===== src/rtl/rect_layer_ctrl_if.sv =====
// Descriptor-write / commit interface for rect_layer_ctrl.
// Handshake: a write transfers on any rising clk edge where wr_valid & wr_ready
// are both high; the master holds wr_idx/wr_field/wr_data stable while wr_valid
// is high and wr_ready is low. commit is a one-cycle pulse and needs no ready.
interface rect_layer_ctrl_if #(
  parameter int IDXW = 2
);
  logic            wr_valid;
  logic            wr_ready;
  logic [IDXW-1:0] wr_idx;
  logic [2:0]      wr_field;
  logic [11:0]     wr_data;
  logic            commit;
  logic            busy;
  logic            frame_done;

  modport master (
    output wr_valid, wr_idx, wr_field, wr_data, commit,
    input  wr_ready, busy, frame_done
  );

  modport slave (
    input  wr_valid, wr_idx, wr_field, wr_data, commit,
    output wr_ready, busy, frame_done
  );
endinterface


===== src/rtl/rect_layer_ctrl.sv =====
// Frame-synchronous rectangle overlay scheduler.
// Software writes descriptors into a shadow table; a commit publishes the
// shadow table into the active table at the next vertical-blank start so a
// frame never tears. The pixel path reads only the active table, resolves
// overlap by lowest index and outputs RGB two clocks after x/y.
// Optional feature macro: RECT_OUTLINE_EN (ctrl[1] selects 1-pixel outline).
module rect_layer_ctrl #(
  parameter int          NRECT    = 4,
  parameter int          IDXW     = 2,
  parameter int          H_ACTIVE = 640,
  parameter int          V_ACTIVE = 480,
  parameter logic [11:0] BG_RGB   = 12'h000
) (
  input  logic              clk,
  input  logic              reset,
  input  logic [9:0]        x,
  input  logic [9:0]        y,
  rect_layer_ctrl_if.slave  wr_if,
  output logic [3:0]        RED,
  output logic [3:0]        GREEN,
  output logic [3:0]        BLUE,
  output logic [1:0]        o_dbg_state
);

  typedef enum logic [1:0] {
    S_IDLE = 2'd0,
    S_PEND = 2'd1,
    S_COPY = 2'd2
  } state_t;

  localparam logic [9:0]      HA     = 10'(H_ACTIVE);
  localparam logic [9:0]      VA     = 10'(V_ACTIVE);
  localparam logic [IDXW-1:0] LAST   = IDXW'(NRECT - 1);
  localparam logic [IDXW:0]   NREC_W = (IDXW + 1)'(NRECT);

  // Shadow table (software-visible) and active table (pixel path)
  logic [9:0]  r_sh_x0  [NRECT];
  logic [9:0]  r_sh_x1  [NRECT];
  logic [9:0]  r_sh_y0  [NRECT];
  logic [9:0]  r_sh_y1  [NRECT];
  logic [11:0] r_sh_col [NRECT];
  logic [1:0]  r_sh_ctl [NRECT];
  logic [9:0]  r_ac_x0  [NRECT];
  logic [9:0]  r_ac_x1  [NRECT];
  logic [9:0]  r_ac_y0  [NRECT];
  logic [9:0]  r_ac_y1  [NRECT];
  logic [11:0] r_ac_col [NRECT];
  logic [1:0]  r_ac_ctl [NRECT];

  state_t          r_state;
  logic [IDXW-1:0] r_cnt;
  logic            r_wr_ready;
  logic            r_busy;
  logic            r_frame_done;
  logic [9:0]      r_prev_y;
  logic [NRECT-1:0] r_hit;
  logic            r_vis;
  logic [11:0]     r_rgb;

  logic             w_vblank_start;
  logic             w_wr_fire;
  logic [NRECT-1:0] w_hit;
  logic [11:0]      w_sel;

  assign w_vblank_start = (y == VA) && (r_prev_y != VA);
  assign w_wr_fire      = wr_if.wr_valid && r_wr_ready && ({1'b0, wr_if.wr_idx} < NREC_W);

  assign wr_if.wr_ready   = r_wr_ready;
  assign wr_if.busy       = r_busy;
  assign wr_if.frame_done = r_frame_done;
  assign o_dbg_state      = r_state;
  assign RED              = r_rgb[11:8];
  assign GREEN            = r_rgb[7:4];
  assign BLUE             = r_rgb[3:0];

  // Previous row, used to make vblank start a single-cycle event
  always_ff @(posedge clk) begin
    if (reset) r_prev_y <= '0;
    else       r_prev_y <= y;
  end

  // Publish FSM: IDLE -> PEND on commit, PEND -> COPY at vblank start,
  // COPY walks entries 0..NRECT-1 then returns to IDLE with frame_done
  always_ff @(posedge clk) begin
    if (reset) begin
      r_state      <= S_IDLE;
      r_cnt        <= '0;
      r_wr_ready   <= 1'b1;
      r_busy       <= 1'b0;
      r_frame_done <= 1'b0;
    end else begin
      r_frame_done <= 1'b0;
      case (r_state)
        S_IDLE: begin
          if (wr_if.commit) begin
            r_state    <= S_PEND;
            r_wr_ready <= 1'b0;
            r_busy     <= 1'b1;
          end
        end
        S_PEND: begin
          if (w_vblank_start) begin
            r_state <= S_COPY;
            r_cnt   <= '0;
          end
        end
        S_COPY: begin
          if (r_cnt == LAST) begin
            r_state      <= S_IDLE;
            r_cnt        <= '0;
            r_wr_ready   <= 1'b1;
            r_busy       <= 1'b0;
            r_frame_done <= 1'b1;
          end else begin
            r_cnt <= r_cnt + 1'b1;
          end
        end
        default: begin
          r_state    <= S_IDLE;
          r_cnt      <= '0;
          r_wr_ready <= 1'b1;
          r_busy     <= 1'b0;
        end
      endcase
    end
  end

  // Shadow table writes; reserved fields and out-of-range indices are dropped
  always_ff @(posedge clk) begin
    if (reset) begin
      for (int i = 0; i < NRECT; i++) begin
        r_sh_x0[i]  <= '0;
        r_sh_x1[i]  <= '0;
        r_sh_y0[i]  <= '0;
        r_sh_y1[i]  <= '0;
        r_sh_col[i] <= '0;
        r_sh_ctl[i] <= '0;
      end
    end else if (w_wr_fire) begin
      case (wr_if.wr_field)
        3'd0:    r_sh_x0[wr_if.wr_idx]  <= wr_if.wr_data[9:0];
        3'd1:    r_sh_x1[wr_if.wr_idx]  <= wr_if.wr_data[9:0];
        3'd2:    r_sh_y0[wr_if.wr_idx]  <= wr_if.wr_data[9:0];
        3'd3:    r_sh_y1[wr_if.wr_idx]  <= wr_if.wr_data[9:0];
        3'd4:    r_sh_col[wr_if.wr_idx] <= wr_if.wr_data;
        3'd5:    r_sh_ctl[wr_if.wr_idx] <= wr_if.wr_data[1:0];
        default: ;
      endcase
    end
  end

  // Active table: entry r_cnt is copied from the shadow on each COPY cycle
  always_ff @(posedge clk) begin
    if (reset) begin
      for (int i = 0; i < NRECT; i++) begin
        r_ac_x0[i]  <= '0;
        r_ac_x1[i]  <= '0;
        r_ac_y0[i]  <= '0;
        r_ac_y1[i]  <= '0;
        r_ac_col[i] <= '0;
        r_ac_ctl[i] <= '0;
      end
    end else if (r_state == S_COPY) begin
      r_ac_x0[r_cnt]  <= r_sh_x0[r_cnt];
      r_ac_x1[r_cnt]  <= r_sh_x1[r_cnt];
      r_ac_y0[r_cnt]  <= r_sh_y0[r_cnt];
      r_ac_y1[r_cnt]  <= r_sh_y1[r_cnt];
      r_ac_col[r_cnt] <= r_sh_col[r_cnt];
      r_ac_ctl[r_cnt] <= r_sh_ctl[r_cnt];
    end
  end

  // Strict-interior hit test per active entry (optionally reduced to outline)
  always_comb begin
    w_hit = '0;
    for (int i = 0; i < NRECT; i++) begin
      w_hit[i] = r_ac_ctl[i][0] &&
                 (r_ac_x0[i] < x) && (x < r_ac_x1[i]) &&
                 (r_ac_y0[i] < y) && (y < r_ac_y1[i]);
`ifdef RECT_OUTLINE_EN
      if (r_ac_ctl[i][1]) begin
        w_hit[i] = w_hit[i] &&
                   ((x == r_ac_x0[i] + 10'd1) || (x == r_ac_x1[i] - 10'd1) ||
                    (y == r_ac_y0[i] + 10'd1) || (y == r_ac_y1[i] - 10'd1));
      end
`endif
    end
  end

`ifndef RECT_OUTLINE_EN
  // The outline bit is kept in the table but has no effect in this build
  logic w_unused_outline;
  always_comb begin
    w_unused_outline = 1'b0;
    for (int i = 0; i < NRECT; i++) w_unused_outline = w_unused_outline ^ r_ac_ctl[i][1];
  end
`endif

  // Stage 1: register hit vector and visibility
  always_ff @(posedge clk) begin
    if (reset) begin
      r_hit <= '0;
      r_vis <= 1'b0;
    end else begin
      r_hit <= w_hit;
      r_vis <= (x < HA) && (y < VA);
    end
  end

  // Priority select: lowest index with a hit wins, else background
  always_comb begin
    w_sel = BG_RGB;
    for (int i = NRECT - 1; i >= 0; i--) begin
      if (r_hit[i]) w_sel = r_ac_col[i];
    end
  end

  // Stage 2: register the final pixel colour, black outside the visible area
  always_ff @(posedge clk) begin
    if (reset) r_rgb <= '0;
    else       r_rgb <= r_vis ? w_sel : 12'h000;
  end

endmodule


===== src/flat_wrapper.sv =====
// flat-port wrapper written by rule: the top's interface ports become plain ports
module rect_layer_ctrl_flat 
#(
  parameter int          NRECT    = 4,
  parameter int          IDXW     = 2,
  parameter int          H_ACTIVE = 640,
  parameter int          V_ACTIVE = 480,
  parameter logic [11:0] BG_RGB   = 12'h000
)
  (clk, reset, x, y, RED, GREEN, BLUE, o_dbg_state, wr_if_wr_valid, wr_if_wr_idx, wr_if_wr_field, wr_if_wr_data, wr_if_commit, wr_if_wr_ready, wr_if_busy, wr_if_frame_done);
  rect_layer_ctrl_if #(.IDXW(IDXW)) wr_if_i ();
  input  logic clk;
  input  logic reset;
  input  logic [9:0] x;
  input  logic [9:0] y;
  output logic [3:0] RED;
  output logic [3:0] GREEN;
  output logic [3:0] BLUE;
  output logic [1:0] o_dbg_state;
  input wire logic [$bits(wr_if_i.wr_valid)-1:0] wr_if_wr_valid;
  input wire logic [$bits(wr_if_i.wr_idx)-1:0] wr_if_wr_idx;
  input wire logic [$bits(wr_if_i.wr_field)-1:0] wr_if_wr_field;
  input wire logic [$bits(wr_if_i.wr_data)-1:0] wr_if_wr_data;
  input wire logic [$bits(wr_if_i.commit)-1:0] wr_if_commit;
  output wire logic [$bits(wr_if_i.wr_ready)-1:0] wr_if_wr_ready;
  output wire logic [$bits(wr_if_i.busy)-1:0] wr_if_busy;
  output wire logic [$bits(wr_if_i.frame_done)-1:0] wr_if_frame_done;
  assign wr_if_i.wr_valid = wr_if_wr_valid;
  assign wr_if_i.wr_idx = wr_if_wr_idx;
  assign wr_if_i.wr_field = wr_if_wr_field;
  assign wr_if_i.wr_data = wr_if_wr_data;
  assign wr_if_i.commit = wr_if_commit;
  assign wr_if_wr_ready = wr_if_i.wr_ready;
  assign wr_if_busy = wr_if_i.busy;
  assign wr_if_frame_done = wr_if_i.frame_done;
  rect_layer_ctrl #(.NRECT(NRECT), .IDXW(IDXW), .H_ACTIVE(H_ACTIVE), .V_ACTIVE(V_ACTIVE), .BG_RGB(BG_RGB)) u_core (.clk(clk), .reset(reset), .x(x), .y(y), .wr_if(wr_if_i), .RED(RED), .GREEN(GREEN), .BLUE(BLUE), .o_dbg_state(o_dbg_state));
endmodule

===== config.mk =====
export PLATFORM = sky130hd
export DESIGN_NAME = rect_layer_ctrl_flat
export DESIGN_NICKNAME = d
export VERILOG_FILES = /design/src/rtl/rect_layer_ctrl_if.sv /design/src/rtl/rect_layer_ctrl.sv /design/src/flat_wrapper.sv
export SDC_FILE = /design/constraint.sdc
export NUM_CORES = 1
export LEC_CHECK = 0
export ABC_CLOCK_PERIOD_IN_PS = 4800
export CAP_MARGIN = 20
export CORE_ASPECT_RATIO = 0.6
export CORE_MARGIN = 4
export CORE_UTILIZATION = 60
export CTS_CLUSTER_SIZE = 8
export DETAILED_ROUTE_END_ITERATION = 6
export PLACE_DENSITY = 0.82
export SYNTH_ARGS = -nofsm -noshare
export SYNTH_HDL_FRONTEND = slang
export SYNTH_SLANG_ARGS = --single-unit

===== constraint.sdc =====
create_clock -name clk -period 4.8 [get_ports clk]
set_input_delay 0.72 -clock clk [delete_from_list [all_inputs] [get_ports clk]]
set_output_delay 0.72 -clock clk [all_outputs]
set_load 0.02 [all_outputs]

==> run_results.csv <==
group,metric,value,unit
status,status,"complete, no violations",
synth,async_flop_share,0,%
placed_design,port_buffers,57,
cts,insertion_delay,0.58,ns
route,routedWlPerCell,24.6,µm
synth,ys_ff_latch,460,
synth,syn_inst,1651,
cts,cts_setup_buffers,0,
power_and_ir_drop,peakVddDrop,0.280,mV
power_and_ir_drop,cellLeakagePower,9.78,nW
min_path,hold_depth,2,
floorplan,dieArea,40000,µm²
route,first_iter_violations,1944,
min_path,min_from,"u_core.r_ac_col[0][2]$_SDFFCE_PN0P_",
sta,rsz0062_at_grt,"false",
sta,max-slew-margin-rel,26.0,%
synth,synth.area.top_cells,"edfxtp_1 (58%), and2_1 (10%), ha_1 (8.2%), mux4_2 (5.4%), dfxtp_1 (3.3%)",
cells_and_area,stdcell_count,2211,
worst_setup_path,regToRegEndpoint,"u_core.r_ac_x0[2][5]$_SDFFCE_PN0P_",
cts,cts_buffers,67,
worst_setup_path,rr_worst_depth,6,
worst_setup_path,cp_slowest_cell,"buf_4",
synth,syn_area,22100,µm²
cells_and_area,layout_common_cells,"edfxtp_1 (424), and2_1 (369), ha_1 (145)",
sta,period_share,64.7,%
grt,grt_pass1_wl,82100,µm
placed_design,gp_routability_congestion,0.916,
min_path,hp-class,"flop to flop",
synth,synth_cell_types,53,
sta,finalCriticalPeriod,3.11,ns
sta,skew,0.0304,ns
placed_design,placed_cells,2104,
cells_and_area,fillers,2390,
worst_setup_path,end_kind,"flop",
grt,antenna_found_initial,6,
worst_setup_path,cp.arrival,3.31,ns
cts,htreeDepth,3,
cts,cts_sinks,460,
route,drc_errors,0,
grt,grt_pass1_vias,13633,
worst_setup_path,path_cells,"nor2b_1 > nand2b_1 > nor3b_4 > buf_4 > or2_2 > buf_4",
cts,clk_pin_slew,0.05,ns
cts,cts_tree,"yes",
synth,synth_top_area_cell,"edfxtp_1",
sta,setup_ws,1.69,ns
sta,finalSetupViolations,0,
cts,cts_root_buf,"clkbuf_16",
grt,grtUsageTotal,27.3,%
cts,ctsResizeCount,0,
cells_and_area,area_growth,13.2,%
floorplan,core,36300,µm²
cts,clock_path_buffers,3,
placed_design,dp_slack,1.39,ns
synth,yosysSeqAreaShare,61.0,%
synth,synth_top_area_share,57.7,%
sta,tightest_slew,1.11,ns
worst_setup_path,cp-start-kind,"flop",
grt,overflow,0,
sta,drv_slew,0,
run,drv_cap,0,
floorplan,rows,54,
synth,synth-edff-count,424,
floorplan,dieHeight,157,µm
synth,syn_avg_cell_area,13.4,µm²
cells_and_area,post_route_cells_drive_above_1_share,9.63,%
route,dr.pass1.iters,6,
sta,tns,0,ns
synth,syn_nets,1837,
sta,max_freq,322,MHz
worst_setup_path,cp_common_cell,"buf_4",
cts,hold_buffers,0,
worst_setup_path,r2r_start,"u_core.o_dbg_state[1]$_SDFFE_PP0P_",
power_and_ir_drop,power_density,390,nW/µm²
min_path,min_to,"u_core.r_rgb[2]$_SDFF_PP0_",
placed_design,place_hpwl,36600,µm
synth,yosysWarnings,0,
worst_setup_path,path_class,"flop to flop",
worst_setup_path,r2r_slack,1.69,ns
route,drtAntennaViolNets,0,
cells_and_area,finish.utilization,68.9,%
grt,grt_max_degree,55,
floorplan,start_util,60.8,%
floorplan,fp.dieW,256,µm
cells_and_area,layout.nets,1888,
worst_setup_path,cp_slowest_stage_delay,0.57,ns
floorplan,ios,58,
cells_and_area,final_common_cell,"edfxtp_1",
synth,ys.flop_type,"edfxtp_1",
route,vias,13656,
cells_and_area,top_regs,"u_core.r_ac_col: 48 flops, u_core.r_sh_col: 48 flops",
route,routed_via_density,6.18,
route,routed_wl,54300,µm
worst_setup_path,path_max_fanout,54,
sta,hold_viol,0,
worst_setup_path,required,5.00,ns
power_and_ir_drop,finalPower,0.00975,W
[routing by layer]
metal	GRT usage [%]	wire length (µm)	vias to the layer above
met4	6.50	982	0
met3	8.65	6710	77
met1	42.1	24100	6768
met2	38.2	22600	714
li1	-	-	6097
met5	0	0	-
[cells by family after synthesis]
family                   count (synthesis)  synth area share [%]
AO/OA/AOI/OAI                          151                  4.58
adder cells (fa/ha/maj)                145                  8.22
buffers and inverters                  191                  3.29
flip-flops                             460                  61.0
multiplexers                            54                  5.45
AND/OR/NAND/NOR                        650                  17.5
[cells in the mapped netlist, types with 2 or more instances]
cell / instances
nand3_1: 25
a2111oi_0: 6
inv_1: 97
and2_1: 369
nor4b_1: 3
a21o_1: 4
o21ai_0: 20
dfxtp_1: 36
nand2_1: 28
a221oi_1: 11
and4_1: 4
or2_1: 17
nor3_1: 16
buf_2: 8
a222oi_1: 4
ha_1: 145
clkbuf_1: 86
a21oi_1: 57
o2111ai_1: 2
o21bai_1: 17
nor4_1: 6
and3_1: 56
nor2b_1: 18
nand2b_1: 17
o21ai_1: 4
nor3b_2: 2
mux4_2: 53
nor2_1: 58
a211oi_1: 12
o21a_1: 2
edfxtp_1: 424
a22oi_1: 2
a31o_2: 2
nand4_1: 21
[worst max-delay path, delay by kind of cell, from the launching register on]
family | cells | cell delay (ns)
flip-flops | 1 | 0.52
buffers and inverters | 2 | 1.03
AND/OR/NAND/NOR | 4 | 1.11
[layout make-up]
class	count	area, µm²	area share [%]
Sequential cell	460	13500	53.8
Multi-Input combinational cell	1000	7920	31.7
Clock buffer	95	1820	7.30
Timing Repair Buffer	76	744	2.98
Tap cell	476	596	2.38
Inverter	97	364	1.46
Clock inverter	6	88.8	0.355
Antenna cell	1	2.50	0.0100
[stage by stage]
stage | area [µm²] | hold slack, ns
2_1_floorplan | 22100 | 0.450
5_1_grt | 25000 | 0.503
4_1_cts | 24900 | 0.495
6_report | 25000 | 0.498
3_5_place_dp | 23000 | 0.488
3_3_place_gp | 23000 | 0.472
[power by group]
| part | leakage, nW | total, W | switching (W) | internal (W) |
|---|---|---|---|---|
| clock | 0.923 | 0.00435 | 0.00169 | 0.00267 |
| combinational | 4.18 | 0.000769 | 0.000495 | 0.000274 |
| sequential | 4.68 | 0.00463 | 0.0000800 | 0.00455 |
[how the worst max path moves through the flow]
stage,from,end,slack (ns),depth (start not counted)
floorplan,reset,u_core.r_ac_col[0][0]$_SDFFCE_PN0P_,1.70,4
global placement,wr_if_wr_valid,u_core.r_sh_col[0][2]$_SDFFCE_PN0P_,1.45,7
detailed placement,wr_if_wr_valid,u_core.r_sh_col[0][1]$_SDFFCE_PN0P_,1.39,7
CTS,u_core.o_dbg_state[1]$_SDFFE_PP0P_,u_core.r_ac_x0[2][5]$_SDFFCE_PN0P_,1.73,6
global route,u_core.o_dbg_state[1]$_SDFFE_PP0P_,u_core.r_ac_x0[2][5]$_SDFFCE_PN0P_,1.53,6
finish,u_core.o_dbg_state[1]$_SDFFE_PP0P_,u_core.r_ac_x0[2][5]$_SDFFCE_PN0P_,1.69,6
(Power assumes the default switching activity.)
